===== config.mk =====
export PLATFORM = sky130hd
export DESIGN_NAME = gpr_scoreboard
export DESIGN_NICKNAME = d
export VERILOG_FILES = /design/src/rtl/gpr_scoreboard.sv
export SDC_FILE = /design/constraint.sdc
export NUM_CORES = 1
export LEC_CHECK = 0
export CAP_MARGIN = 20
export CORE_MARGIN = 2
export CORE_UTILIZATION = 59
export DETAILED_ROUTE_END_ITERATION = 7
export HOLD_SLACK_MARGIN = 0.06
export PLACE_DENSITY = 0.82
export SETUP_SLACK_MARGIN = 0.2
export SLEW_MARGIN = 40
export SYNTH_ARGS = -nofsm -noshare
export SYNTH_HDL_FRONTEND = slang
export SYNTH_SLANG_ARGS = --single-unit
export TNS_END_PERCENT = 10

===== constraint.sdc =====
create_clock -name clock -period 4.7 [get_ports clock]
set_input_delay 0.705 -clock clock [delete_from_list [all_inputs] [get_ports clock]]
set_output_delay 0.705 -clock clock [all_outputs]
set_load 0.03 [all_outputs]

===== src/rtl/gpr_scoreboard.sv =====
// gpr_scoreboard: counts GPR writes issued by decode but not yet retired by
// writeback, flags RAW hazards on the current IDU sources and gates issue
// when the per-register or total in-flight capacity is exhausted.
module gpr_scoreboard #(
    parameter int unsigned CNT_W        = 2,
    parameter int unsigned MAX_INFLIGHT = 4
) (
    input  logic                                clock,
    input  logic                                reset,
    input  logic                                flush,
    input  logic                                issue_valid,
    input  logic [4:0]                          issue_rd,
    output logic                                issue_ok,
    input  logic                                wb_valid,
    input  logic [4:0]                          wb_rd,
    input  logic [4:0]                          rs1,
    input  logic                                need_rs1,
    input  logic [4:0]                          rs2,
    input  logic                                need_rs2,
    output logic                                raw,
    output logic [31:0]                         busy,
    output logic [$clog2(MAX_INFLIGHT+1)-1:0]   inflight,
    output logic                                err
);

    localparam int unsigned TOT_W = $clog2(MAX_INFLIGHT + 1);
    localparam logic [TOT_W-1:0] TOT_MAX = TOT_W'(MAX_INFLIGHT);

    // cnt[0] is never incremented because issue_rd==0 never counts
    logic [CNT_W-1:0] cnt [32];
    logic [TOT_W-1:0] total;
    logic             err_q;

    logic issue_eff;
    logic wb_eff;
    logic err_set;
    logic same_reg;

    // Issue permit, effective issue/retire and error conditions from registered counts
    always_comb begin
        issue_ok  = (total < TOT_MAX) && ((issue_rd == 5'd0) || (cnt[issue_rd] != '1));
        issue_eff = issue_valid && issue_ok && (issue_rd != 5'd0);
        wb_eff    = wb_valid && (wb_rd != 5'd0) && (cnt[wb_rd] != '0);
        same_reg  = issue_eff && wb_eff && (issue_rd == wb_rd);
        err_set   = (issue_valid && !issue_ok)
                 || (wb_valid && (wb_rd != 5'd0) && (cnt[wb_rd] == '0));
    end

    // Hazard and status outputs; no writeback bypass, a retire clears raw one cycle later
    always_comb begin
        raw = (need_rs1 && (rs1 != 5'd0) && (cnt[rs1] != '0))
           || (need_rs2 && (rs2 != 5'd0) && (cnt[rs2] != '0));
        busy = '0;
        for (int unsigned i = 1; i < 32; i++) begin
            busy[i] = (cnt[i] != '0);
        end
        inflight = total;
        err      = err_q;
    end

    // Counter and sticky error state; flush overrides same-cycle issue/retire but keeps err
    always_ff @(posedge clock) begin
        if (reset) begin
            for (int unsigned i = 0; i < 32; i++) begin
                cnt[i] <= '0;
            end
            total <= '0;
            err_q <= 1'b0;
        end else begin
            if (err_set) begin
                err_q <= 1'b1;
            end
            if (flush) begin
                for (int unsigned i = 0; i < 32; i++) begin
                    cnt[i] <= '0;
                end
                total <= '0;
            end else begin
                // issue and retire on the same register cancel, leaving that counter alone
                if (issue_eff && !same_reg) begin
                    cnt[issue_rd] <= cnt[issue_rd] + CNT_W'(1);
                end
                if (wb_eff && !same_reg) begin
                    cnt[wb_rd] <= cnt[wb_rd] - CNT_W'(1);
                end
                if (issue_eff && !wb_eff) begin
                    total <= total + TOT_W'(1);
                end else if (wb_eff && !issue_eff) begin
                    total <= total - TOT_W'(1);
                end
            end
        end
    end

endmodule


==> flow_metrics.py <==
metrics = {
    "status": {
        "status": "finished, final reports clean",
    },
    "cells_and_area": {
        "syn_to_final_growth_pct": 17.0,
        "antenna_cells": 0,
        "drive_gt1_share_pct": 21.6,
        "design_area_um2": 7420,
        "fillers": 821,
        "finalNetCount": 756,
        "fin_cells": 864,
    },
    "logic_synthesis": {
        "syn_area_um2": 6340,
        "yosys_warnings": 0,
        "synthDistinctLibCells": 69,
        "ys_ff_latch": 68,
        "synthFlopType": "edfxtp_1",
        "synth_top_family_by_area": "compound AO/OA/AOI/OAI gates",
        "yosys.area_share.simple_pct": 22.2,
        "synth_edf_count": 64,
        "yosysTopAreaCell": "edfxtp_1",
        "yosys-mux-area-fraction_pct": 14.3,
        "ys_seq_area_share_pct": 31.6,
        "synth_top_area_share_pct": 30.3,
        "synth.area.top_cells": "edfxtp_1 (30%), mux4_2 (7.5%), o41ai_2 (5.4%)",
        "synth_compound_area_share_pct": 22.3,
        "syn_inst": 668,
        "synthXorXnorAreaFrac_pct": 1.10,
        "synthAdderAreaFrac_pct": 1.10,
        "synthArstFlopShare_pct": 0,
        "synth.avg_cell_area_um2": 9.49,
    },
    "timing": {
        "hold_viol": 0,
        "slew_viol_final": 0,
        "maxSlewHeadroom_pct": 55.0,
        "clock.fmax_mhz": 232,
        "finClkSkew_ns": 0.00718,
        "hold_ws_ns": 0.576,
        "post-route-period-util_pct": 91.9,
        "worstMarginPinSlew_ns": 0.674,
        "timing.final.crit_period_ns": 4.32,
        "setup_violations": 0,
        "rsz0062_at_grt": "no",
    },
    "route": {
        "dr.first_iter.drc_count": 1041,
        "wl_um": 23300,
        "antenna_left": 0,
        "viasPerCell": 7.30,
        "drc_errors": 0,
        "num_vias": 6308,
        "wl_per_cell_um": 27.0,
        "first_pass_iters": 7,
    },
    "power": {
        "pwr-share-comb_pct": 32.3,
        "p_int_uw": 1150,
        "p_sw_uw": 606,
        "p_leak_uw": 0.00267,
        "ir_worst_vdd_v": 0.000224,
        "powerDensity_nw_per_um2": 237,
        "switching_share_pct": 34.4,
        "power_frac_seq_pct": 41.6,
        "power.share.clock_pct": 26.1,
    },
    "cts": {
        "hold_buffers": 0,
        "cts_buffers": 9,
        "cts_setup_buffers": 0,
        "cts_tree": "built",
        "clock-sinks": 68,
        "clockBufferDepth": 2,
        "cts-root-buf": "clkbuf_8",
        "htree_levels": 3,
        "insertion_delay_ns": 0.35,
        "cts.clk_slew.worst_paths_ns": 0.07,
    },
    "global_routing": {
        "grt_pass1_vias": 5988,
        "antenna_found_initial": 0,
        "grt_pass1_wl_um": 35000,
        "grt_max_degree": 41,
        "grt_overflow": 0,
        "grt_use_total_pct": 41.3,
    },
    "run": {
        "cap_violations": 0,
    },
    "min_path": {
        "holdCritStartpoint": "inflight[1]",
        "holdCritPathClass": "flip-flop to flip-flop",
        "hold_path_end": "inflight[1]",
        "hold_path_depth": 2,
    },
    "floorplan": {
        "die_h_um": 108,
        "io_pins": 65,
        "core.rowCount": 37,
        "dieArea_um2": 11600,
        "core_um2": 10400,
        "initial_core_util_pct": 61.1,
        "die_width_um": 108,
    },
    "worst_setup_path": {
        "r2r_end": "cnt[23][1]",
        "worstPathArrival_ns": 4.48,
        "critical_path_class": "input pin to flip-flop",
        "cp_max_fo": 34,
        "worstSetupStartpointType": "input pin",
        "regToRegStartpoint": "cnt[1][1]",
        "worstPathRequired_ns": 4.86,
        "crit_path_end_kind": "flip-flop",
        "r2r_setup_slack_ns": 1.00,
        "r2r_cells": 14,
    },
    "placement": {
        "dp.cells": 849,
        "place_congestion": 1.05,
        "io_buffers": 63,
        "hpwlAfterDp_um": 17500,
        "placed_area_um2": 7240,
    },
}
[state kept, by name, summed over array words and instances, names as in the netlist]
name,flops
cnt,64
inflight,3
err,1
[cells by family after synthesis]
family	Yosys count
other cells	1
buf+inv	94
fa+ha+maj	5
mux	63
simple gates	264
flops	68
xor+xnor	8
compound gates	165
[per-stage QoR]
stage	setup WS (ns)	TNS (ns)	utilization [%]	power (uW)
after detailed placement	-0.0411	-0.431	69.8	1290
final	0.383	0	71.6	1760
after floorplan	0.665	0	-	1080
after global routing	0.211	0	71.6	1810
after CTS	0.284	0	71.5	1740
after global placement	-0.00204	-0.00204	69.8	1280
[power by group through the flow]
stage / Clock, uW / Sequential [uW] / Combinational [uW]
finish: 460 / 732 / 568
floorplan: 0 / 730 / 351
global route: 487 / 733 / 595
detailed placement: 0 / 741 / 550
global placement: 0 / 741 / 542
CTS: 457 / 728 / 552
[routing by layer]
metal | GRT usage [%] | vias to the layer above | share of wire [%]
li1 | - | 2704 | -
met1 | 54.6 | 2953 | 37
met2 | 64.7 | 566 | 45
met3 | 10.5 | 85 | 14
met4 | 17.0 | 0 | 4.3
met5 | 0 | - | 0
[Yosys cell counts (3+ instances only)]
cell	instances
o22ai_1	8
ha_1	4
buf_6	8
and2_1	4
o211ai_1	18
nand2_1	59
buf_4	5
nand2b_1	9
nand3_1	24
a2111oi_0	5
a22oi_1	9
buf_1	4
nor2_4	3
dfxtp_1	4
inv_1	21
nor2_1	49
mux2i_1	34
clkbuf_1	29
nand4_1	7
o21ai_2	4
a211o_1	3
o21ai_0	15
nor3_1	21
nor4_1	7
mux4_2	21
edfxtp_1	64
a31oi_1	6
o41ai_1	9
o41ai_2	21
o31ai_1	11
a211oi_1	8
mux2_2	7
xnor2_1	7
nand3b_1	4
and3_1	6
o221ai_1	19
a21oi_1	13
or3_1	20
or2_2	23
nor2b_1	8
buf_2	27
o2111ai_1	3
nor3b_1	6
[layout by cell type (no fill, tap or decap), types with 5 or more instances in the layout]
cell             instances
mux4_2                  21
nor3_1                  21
nand4_1                  7
clkbuf_8                 9
a211oi_1                 8
buf_12                   6
mux2i_1                 33
and3_1                   6
o31ai_1                 11
a22oi_1                  9
o22ai_1                  8
nor3b_1                  6
xnor2_1                  7
mux2_2                   7
o41ai_2                 21
or2_2                   23
or3_1                   20
buf_4                   47
nor2_1                  48
a21oi_1                 13
nand2b_1                 9
inv_1                   21
nand2_1                 59
o221ai_1                19
o41ai_1                  9
a31oi_1                  6
edfxtp_1                64
nor2b_1                  7
clkdlybuf4s50_1         61
nor4_1                   7
o21ai_0                 15
a2111oi_0                5
nand3_1                 24
o211ai_1                18
[how the worst max path moves through the flow]
stage | slack (ns) | from | end
after floorplan | 0.66 | wb_rd[0] | cnt[26][0]
after detailed placement | -0.04 | issue_rd[3] | cnt[28][0]
after global placement | -0.002 | issue_rd[3] | cnt[19][0]
after CTS | 0.28 | issue_rd[3] | cnt[28][0]
after global routing | 0.21 | issue_rd[1] | cnt[23][1]
final | 0.38 | issue_rd[1] | cnt[23][1]
[layout make-up]
| type | instances | area, um2 | area share, % |
|---|---|---|---|
| multi-input cells | 508 | 3890 | 52.4 |
| flip-flops and latches | 68 | 2000 | 27.0 |
| clock inverters | 3 | 38.8 | 0.523 |
| repair buffers | 116 | 1110 | 14.9 |
| clock buffers | 12 | 135 | 1.82 |
| well taps | 136 | 170 | 2.29 |
| inverters | 21 | 78.8 | 1.06 |
[critical path, stage by stage]
cell	delay (ns)
clkdlybuf4s50_1	0.52
buf_12	0.24
mux2i_2	0.31
o22a_1	0.17
a2bb2oi_1	0.21
and4_4	0.28
nand2_1	0.07
ha_1	0.22
nor3b_1	0.24
and2_1	0.20
ha_1	0.15
nand2_1	0.10
o21a_1	0.26
nand4_1	0.16
buf_6	0.22
nor2_1	0.10
o31ai_1	0.31
[timing repair]
action / in CTS / in global routing
endpoints found under the hold margin: 0 / 0
gates resized for setup: 0 / 4
endpoints found under the setup margin: 0 / 114
No activity file was read; power rests on OpenSTA's default activity.
